===== src/rtl/tex_texel_fetch.sv =====
// Texel fetch: per-lane/tap word reads, in-order tag FIFO, stride extraction.
// Optional perf counters are built only when TEX_FETCH_PERF_EN is defined.
module tex_texel_fetch #(
   parameter int NUM_LANES   = 4,
   parameter int REQ_INFOW   = 1,
   parameter int W_ADDR_BITS = 38,
   parameter int BLEND_FRAC  = 8,
   parameter int MAX_PENDING = 4
) (
   input  logic                              clk,
   input  logic                              reset,
   input  logic                              req_valid,
   output logic                              req_ready,
   input  logic [NUM_LANES-1:0]              req_mask,
   input  logic                              req_filter,
   input  logic [1:0]                        req_lgstride,
   input  logic [NUM_LANES*W_ADDR_BITS-1:0]  req_baseaddr,
   input  logic [NUM_LANES*4*32-1:0]         req_addr,
   input  logic [NUM_LANES*2*BLEND_FRAC-1:0] req_blends,
   input  logic [REQ_INFOW-1:0]              req_info,
   output logic                              mem_req_valid,
   input  logic                              mem_req_ready,
   output logic [W_ADDR_BITS-3:0]            mem_req_addr,
   input  logic                              mem_rsp_valid,
   output logic                              mem_rsp_ready,
   input  logic [31:0]                       mem_rsp_data,
   output logic                              rsp_valid,
   input  logic                              rsp_ready,
   output logic [NUM_LANES-1:0]              rsp_mask,
   output logic [NUM_LANES*4*32-1:0]         rsp_texels,
   output logic [NUM_LANES*2*BLEND_FRAC-1:0] rsp_blends,
   output logic [REQ_INFOW-1:0]              rsp_info,
   output logic [31:0]                       perf_mem_reqs,
   output logic [31:0]                       perf_stall_cycles
);
   localparam int LW = (NUM_LANES > 1) ? $clog2(NUM_LANES) : 1;
   localparam int PW = $clog2(MAX_PENDING);
   localparam int CW = PW + 1;

   typedef enum logic [1:0] {IDLE, ISSUE, DRAIN, DONE} state_t;
   state_t state, state_nxt;

   logic [NUM_LANES-1:0]   mask_q;
   logic                   filter_q;
   logic [1:0]             lgstride_q;
   logic [W_ADDR_BITS-1:0] base_q [NUM_LANES];
   logic [31:0]            addr_q [NUM_LANES][4];
   logic [31:0]            tex_q  [NUM_LANES][4];
   logic [LW-1:0]          lane_q;
   logic [1:0]             tap_q;

   logic [LW-1:0] tag_lane [MAX_PENDING];
   logic [1:0]    tag_tap  [MAX_PENDING];
   logic [1:0]    tag_off  [MAX_PENDING];
   logic [PW-1:0] wr_ptr, rd_ptr;
   logic [CW-1:0] pending;

   logic                   req_fire, mreq_fire, mrsp_fire;
   logic [LW-1:0]          first_lane, next_lane;
   logic                   has_next, last_tap, last_pair;
   logic [W_ADDR_BITS-1:0] byte_addr;
   logic [1:0]             hd_off;
   logic [31:0]            texel;

   assign req_fire  = req_valid & req_ready;
   assign mreq_fire = mem_req_valid & mem_req_ready;
   assign mrsp_fire = mem_rsp_valid & mem_rsp_ready;

   // Lowest set lane wins: scan from the top down.
   always_comb begin
      first_lane = '0;
      next_lane  = '0;
      has_next   = 1'b0;
      for (int i = NUM_LANES-1; i >= 0; i--) begin
         if (req_mask[i]) first_lane = LW'(i);
         if (mask_q[i] && (i > int'(lane_q))) begin
            next_lane = LW'(i);
            has_next  = 1'b1;
         end
      end
   end

   assign last_tap  = !filter_q || (tap_q == 2'd3);
   assign last_pair = last_tap && !has_next;
   assign byte_addr = base_q[lane_q] + W_ADDR_BITS'(addr_q[lane_q][tap_q]);
   assign mem_req_addr = byte_addr[W_ADDR_BITS-1:2];

   always_comb begin
      hd_off = tag_off[rd_ptr];
      unique case (lgstride_q)
         2'd0:    texel = {24'd0, mem_rsp_data[{hd_off, 3'b000} +: 8]};
         2'd1:    texel = {16'd0, mem_rsp_data[{hd_off[1], 4'b0000} +: 16]};
         default: texel = mem_rsp_data;
      endcase
   end

   always_ff @(posedge clk or negedge reset) begin
      if (!reset) state <= IDLE;
      else        state <= state_nxt;
   end

   // DRAIN looks at the post-response count so DONE follows the last fire.
   always_comb begin
      state_nxt = state;
      unique case (state)
         IDLE:  if (req_fire)
                   state_nxt = (req_mask == '0) ? DONE : ISSUE;
         ISSUE: if (mreq_fire && last_pair) state_nxt = DRAIN;
         DRAIN: if (pending == '0 || (pending == CW'(1) && mrsp_fire))
                   state_nxt = DONE;
         DONE:  if (rsp_ready) state_nxt = IDLE;
         default: state_nxt = IDLE;
      endcase
   end

   always_comb begin
      req_ready     = (state == IDLE);
      rsp_valid     = (state == DONE);
      mem_req_valid = (state == ISSUE) && (pending != CW'(MAX_PENDING));
      mem_rsp_ready = (pending != '0);
   end

   always_ff @(posedge clk or negedge reset) begin
      if (!reset) begin
         mask_q     <= '0;
         filter_q   <= 1'b0;
         lgstride_q <= '0;
         lane_q     <= '0;
         tap_q      <= '0;
         wr_ptr     <= '0;
         rd_ptr     <= '0;
         pending    <= '0;
         rsp_mask   <= '0;
         rsp_blends <= '0;
         rsp_info   <= '0;
         for (int l = 0; l < NUM_LANES; l++) begin
            base_q[l] <= '0;
            for (int t = 0; t < 4; t++) begin
               addr_q[l][t] <= '0;
               tex_q[l][t]  <= '0;
            end
         end
         for (int i = 0; i < MAX_PENDING; i++) begin
            tag_lane[i] <= '0;
            tag_tap[i]  <= '0;
            tag_off[i]  <= '0;
         end
      end else begin
         if (req_fire) begin
            mask_q     <= req_mask;
            filter_q   <= req_filter;
            lgstride_q <= req_lgstride;
            rsp_mask   <= req_mask;
            rsp_blends <= req_blends;
            rsp_info   <= req_info;
            lane_q     <= first_lane;
            tap_q      <= '0;
            for (int l = 0; l < NUM_LANES; l++) begin
               base_q[l] <= req_baseaddr[l*W_ADDR_BITS +: W_ADDR_BITS];
               for (int t = 0; t < 4; t++) begin
                  addr_q[l][t] <= req_addr[(l*4+t)*32 +: 32];
                  tex_q[l][t]  <= '0;
               end
            end
         end
         if (mreq_fire) begin
            tag_lane[wr_ptr] <= lane_q;
            tag_tap[wr_ptr]  <= tap_q;
            tag_off[wr_ptr]  <= byte_addr[1:0];
            wr_ptr           <= wr_ptr + 1'b1;
            if (last_tap) begin
               lane_q <= next_lane;
               tap_q  <= '0;
            end else begin
               tap_q <= tap_q + 2'd1;
            end
         end
         if (mrsp_fire) begin
            tex_q[tag_lane[rd_ptr]][tag_tap[rd_ptr]] <= texel;
            rd_ptr <= rd_ptr + 1'b1;
         end
         if (mreq_fire != mrsp_fire)
            pending <= mreq_fire ? pending + 1'b1 : pending - 1'b1;
      end
   end

   for (genvar l = 0; l < NUM_LANES; l++) begin : g_lane
      for (genvar t = 0; t < 4; t++) begin : g_tap
         assign rsp_texels[(l*4+t)*32 +: 32] = tex_q[l][t];
      end
   end

`ifdef TEX_FETCH_PERF_EN
   logic [31:0] perf_reqs_q, perf_stall_q;

   always_ff @(posedge clk or negedge reset) begin
      if (!reset) begin
         perf_reqs_q  <= '0;
         perf_stall_q <= '0;
      end else begin
         if (mreq_fire)
            perf_reqs_q <= perf_reqs_q + 32'd1;
         if (mem_req_valid && !mem_req_ready)
            perf_stall_q <= perf_stall_q + 32'd1;
      end
   end

   assign perf_mem_reqs     = perf_reqs_q;
   assign perf_stall_cycles = perf_stall_q;
`else
   assign perf_mem_reqs     = '0;
   assign perf_stall_cycles = '0;
`endif

endmodule


===== config.mk =====
export PLATFORM = sky130hd
export DESIGN_NAME = tex_texel_fetch
export DESIGN_NICKNAME = d
export VERILOG_FILES = /design/src/rtl/tex_texel_fetch.sv
export SDC_FILE = /design/constraint.sdc
export NUM_CORES = 2
export LEC_CHECK = 0
export CAP_MARGIN = 15
export CORE_AREA = 2 2 568 570
export DETAILED_ROUTE_END_ITERATION = 16
export DIE_AREA = 0 0 570 572
export GPL_TIMING_DRIVEN = 1
export PLACE_DENSITY = 0.36
export SYNTH_ARGS = -nofsm -noshare
export SYNTH_HDL_FRONTEND = slang
export SYNTH_SLANG_ARGS = --single-unit
export TNS_END_PERCENT = 1

===== constraint.sdc =====
create_clock -name clk -period 6.4 [get_ports clk]
set_input_delay 0.64 -clock clk [delete_from_list [all_inputs] [get_ports clk]]
set_output_delay 0.64 -clock clk [all_outputs]
set_load 0.1 [all_outputs]

Word-level counts from Yosys, hierarchy flattened
Index checks and enable logic that the tools add are counted.
{"block": "totals", "input_bits": 774, "register_bits": 1285, "output_inout_bits": 685, "wordCells": 175}
{"block": "op_classes", "eq_ne": 12, "n_mux": 54, "add_sub_neg": 6, "n_reduce_logical": 21, "bitwise_logic": 9, "shifts": 2, "n_lt_le_gt_ge": 12}
{"operator": "512-bit two-way mux", "count": 2}
{"operator": "512-bit bitwise mux", "count": 1}
{"operator": "128-bit two-way mux", "count": 3}
{"operator": "128-bit binary-select mux with 2-bit select", "count": 1}
{"operator": "128-bit demux with 2-bit select", "count": 1}
{"operator": "32-bit two-way mux", "count": 3}
{"operator": "38-bit binary-select mux with 2-bit select", "count": 1}
{"operator": "38-bit two-way mux", "count": 2}
{"operator": "32-bit binary-select mux with 2-bit select", "count": 1}
{"operator": "32-bit demux with 2-bit select", "count": 1}
{"operator": "32-bit case mux with 2 select lines", "count": 1}
{"operator": "2-bit two-way mux", "count": 25}
{"operator": "38-bit by 32-bit adder with 38-bit output", "count": 1}
{"operator": "32-bit by 6-bit variable part select with 16-bit output", "count": 1}
{"operator": "32-bit by 6-bit variable part select with 8-bit output", "count": 1}
{"operator": "8-bit bitwise mux", "count": 3}
{"operator": "3-bit greater-or-equal comparator, second input constant", "count": 6}
{"operator": "2-bit NOT with 3-bit output", "count": 6}
{"operator": "2-bit binary-select mux with 2-bit select", "count": 3}
{"operator": "1-bit logical AND", "count": 10}
{"operator": "3-bit by 1-bit < comparator with 1-bit output, second input constant", "count": 3}
{"operator": "2-bit case mux with 4 select lines", "count": 1}
{"operator": "2-bit by 1-bit adder with 2-bit output, second input constant", "count": 3}
{"operator": "2-bit equality test, second input constant", "count": 3}
{"operator": "22 further kinds", "count": 33}

Depth between registers and ports, before layout
{"block": "logic_depth", "ltp_word": 13, "mapped_depth": 16, "depth_no_buf": 12}

Worst setup path after synthesis
No wires, ideal clock.
{"block": "synth_timing", "kind": "flip-flop to output port", "start": "register lane_q[0]", "end": "output port mem_req_addr[8]", "setup_slack_ns": 1.457, "t_required_ns": 5.760, "arrival_time_ns": 4.303, "n_path_buf": 4, "stages_incl_launch_ff": 17, "path_cell_list": "dfrtp_1 > buf_2 > buf_4 > buf_2 > mux4_2 > mux4_2 > ha_1 > inv_1 > fa_1 > nor2b_1 > o31a_1 > o311ai_2 > a21bo_2 > a21boi_0 > or4b_1 > o2111ai_1 > buf_4"}
{"block": "synth_via", "elab_chain_len": 8, "elab_cells_between_ends": 11}
{"item": "from (decl)", "line_no": "49", "source": "logic [LW-1:0] lane_q;"}
{"item": "from (signal assigned)", "line_no": "156", "source": "lane_q <= first_lane;"}
{"item": "from (signal assigned)", "line_no": "172", "source": "lane_q <= next_lane;"}
{"item": "2-bit NOT with 3-bit output (not written as such) (*)", "line_no": "85", "source": "assign byte_addr = base_q[lane_q] + W_ADDR_BITS'(addr_q[lane_q][tap_q]);"}
{"item": "128-bit binary-select mux with 2-bit select", "line_no": "85"}
{"item": "128-bit two-way mux (not written as such) (2 in a row)", "line_no": "85"}
{"item": "32-bit binary-select mux with 2-bit select", "line_no": "85"}
{"item": "32-bit two-way mux (not written as such) (2 in a row)", "line_no": "85"}
{"item": "38-bit by 32-bit adder with 38-bit output (*)", "line_no": "85"}
{"item": "to (decl)", "line_no": "23", "source": "output logic [W_ADDR_BITS-3:0] mem_req_addr,"}
Every way passes the cells marked *; elsewhere a longest branch is shown, timed or not. The select of a mux whose other input is x is not followed.

Final worst setup path
{"block": "layout_timing", "start": "register lane_q[0]", "end": "output port mem_req_addr[29]"}
The elaborated chain is that of the path after synthesis.

==> results.yml <==
drt:
  wl_per_cell_um: 28.7
  ant_nets: 0
  routed_wl_um: 282000
  viasPerCell: 4.10
  drtIter0Drc: 2315
  drc: 0
  drtPass1Iterations: 5
  vias: 40275
critical_path:
  critPathKind: "reg -> out"
  critPathLaunchType: "flop"
  ff2ff_setup_slack_ns: 3.04
  path_max_fanout: 33
  reg2reg_to: "rsp_texels[390]"
  end_kind: "output pin"
  crit_required_ns: 5.76
  r2r-start: "rd_ptr[0]"
  arrival_ns: 5.56
  rr_worst_depth: 5
synth:
  yosys-top-cells-count: "dfrtp_1 (1285), mux2_2 (755), nand3_1 (520), o21ai_0 (502), clkbuf_1 (245)"
  synth-edff-count: 0
  synth_area_leader_cell: "dfrtp_1"
  ys_types: 71
  ys_seq_elements: 1285
  synthTopCellsByArea: "dfrtp_1 (58%), mux2_2 (15%), mux4_2 (8.2%)"
  syn_avg_cell_area_um2: 13.3
  synthCells: 4180
  yosys_warnings: 0
  synth_ff_type: "dfrtp_1"
  synthArstFlopShare: 1.00
  synth_area_mm2: 0.0558
  ys_seq_area_frac: 0.576
  synth.most_common_cell: "dfrtp_1"
  yosysTopAreaCellShare: 0.576
job:
  drv_cap: 0
sta:
  hold_viol: 0
  clock_skew_ns: 0.0845
  finalMaxSlewViolations: 0
  fmax_ghz: 0.161
  layout_min_cycle_time_ns: 6.20
  worst_pin_slew_ns: 1.22
  finalCritPeriodShare: 0.969
  slew_headroom: 0.187
  setup_violations: 0
  rsz0062_at_grt: "true"
clocking:
  clock_sinks: 1285
  clock-root-buffer: "clkbuf_16"
  clock_latency_ns: 0.83
  cts_tree: "yes"
  htree_levels: 4
  clockBufferDepth: 4
  cts.clk_slew.worst_paths_ns: 0.06
  cts_inserted_buffers: 165
placement:
  io_buffers: 1394
  gp_congestion: 0.826
  place_area_mm2: 0.0745
  place_hpwl_um: 219000
final_layout:
  final_area_mm2: 0.0803
  layout-area-overhead-vs-synth_pct: 43.8
  drive_above_1_share: 0.262
  nets: 6283
floorplanning:
  initial_utilization: 0.174
  io_pins: 1459
  die_w_um: 570
  row_count: 208
  die_area_mm2: 0.326
  core_mm2: 0.320
  die_y_um: 572
outcome:
  status: "finished, final reports clean"
min_path:
  hold_class: "in -> reg"
  holdCritStartpoint: "req_blends[0]"
  worstHoldEndpoint: "rsp_blends[0]"
  hold_depth: 2
global_route:
  grt_remaining_overflow: 0
  grt_util_all_layers: 0.168
  antenna_found_initial: 168
  grt_pass1_wl_um: 377000
  grt_max_degree: 150
  first_global_vias: 41801
[kinds of logic (layout without fill, tap and decap cells)]
group | Yosys count | count (layout) | share of synthesized area
compound gates | 677 | 677 | 0.0680
xor+xnor | 35 | 35 | 0.00549
fa+ha+maj | 46 | 46 | 0.0104
buf+inv | 463 | 1810 | 0.0408
flops | 1285 | 1285 | 0.576
mux | 971 | 971 | 0.237
other cells | 1 | 95 | 0.0000672
simple gates | 702 | 702 | 0.0621
[worst max-delay path, stage by stage, from the launching register on]
cell,delay (ns)
dfrtp_4,0.52
buf_12,0.25
buf_16,0.27
mux4_2,0.54
mux4_2,0.62
ha_1,0.41
a21oi_1,0.22
o21ai_1,0.13
a31o_2,0.23
a41oi_1,0.26
a311oi_2,0.08
buf_4,0.20
a2111o_1,0.45
o311ai_4,0.13
buf_4,0.19
buf_12,0.16
[per-layer routing]
metal / GRT usage / wire (um) / vias to the layer above
met5: 0 / 735 / -
met4: 0.0430 / 8170 / 110
met3: 0.0511 / 21200 / 455
met2: 0.307 / 146000 / 1462
met1: 0.187 / 106000 / 20513
li1: - / - / 17735
[metrics by stage]
stage,setup slack [ns],util,instances,setup TNS (ns),hold slack [ns]
after floorplan,1.46,-,4243,0,0.344
after global placement,0.394,0.233,9493,0,0.459
after detailed placement,0.446,0.233,9493,0,0.478
after CTS,0.00169,0.251,9789,0,0.318
after global routing,-0.0783,0.251,9798,-0.0783,0.353
final,0.196,0.251,9821,0,0.413
[flip-flops by register name, indices dropped and copies added, names as in the netlist]
register	cells
addr_q	512
base_q	152
filter_q	1
lane_q	2
lgstride_q	2
mask_q	4
pending	3
rd_ptr	2
rsp_blends	64
rsp_info	1
rsp_texels	512
state	2
tag_lane	8
tag_off	8
tag_tap	8
tap_q	2
wr_ptr	2
[cells in the final DEF (no fill, tap or decap), types with 9 or more instances in the layout]
master / Yosys / routed
clkdlybuf4s50_1: 0 / 1338
dfrtp_1: 1285 / 1280
mux2_2: 755 / 755
nand3_1: 520 / 520
o21ai_0: 502 / 499
mux4_2: 204 / 204
clkbuf_16: 0 / 169
buf_4: 105 / 98
conb_1: 1 / 64
nand2_1: 79 / 54
buf_12: 0 / 51
clkbuf_8: 0 / 46
nor2_1: 45 / 45
ha_1: 45 / 44
a21oi_1: 50 / 43
clkbuf_1: 245 / 36
o21ai_1: 31 / 33
diode_2: 0 / 31
xnor2_1: 30 / 26
inv_1: 23 / 23
nand2_2: 0 / 22
o21ai_2: 18 / 19
clkinv_2: 0 / 19
mux2i_1: 12 / 12
a21o_1: 11 / 11
and3_1: 9 / 9
and2_1: 9 / 9
[area by class of cell]
type	instances	area (um^2)
clock buffers	250	4970
multi-input cells	2495	21900
flip-flops and latches	1285	32200
well taps	4200	5260
repair buffers	1493	15300
clock inverters	44	552
inverters	23	86.3
diodes	31	77.6
fillers	33424	240000
[how the worst max path moves through the flow]
| stage | from | to |
|---|---|---|
| 3_5_place_dp | lane_q[0] | mem_req_addr[29] |
| 5_1_grt | lane_q[0] | mem_req_addr[29] |
| 6_report | lane_q[0] | mem_req_addr[29] |
| 2_1_floorplan | lane_q[0] | mem_req_addr[8] |
| 3_3_place_gp | lane_q[0] | mem_req_addr[29] |
| 4_1_cts | lane_q[0] | mem_req_addr[35] |
[timing repair]
item,in CTS,in global routing
resized for setup,11,8
cloned,0,1
setup buffers,1,0
pin swaps,0,0
endpoints found under the hold margin,86,0
hold buffers,1,0
setup endpoints to repair,12,10
Power is left out: the tool's default activity adds up to more than one toggle a clock period on the data nets, which glitch-free logic cannot reach.
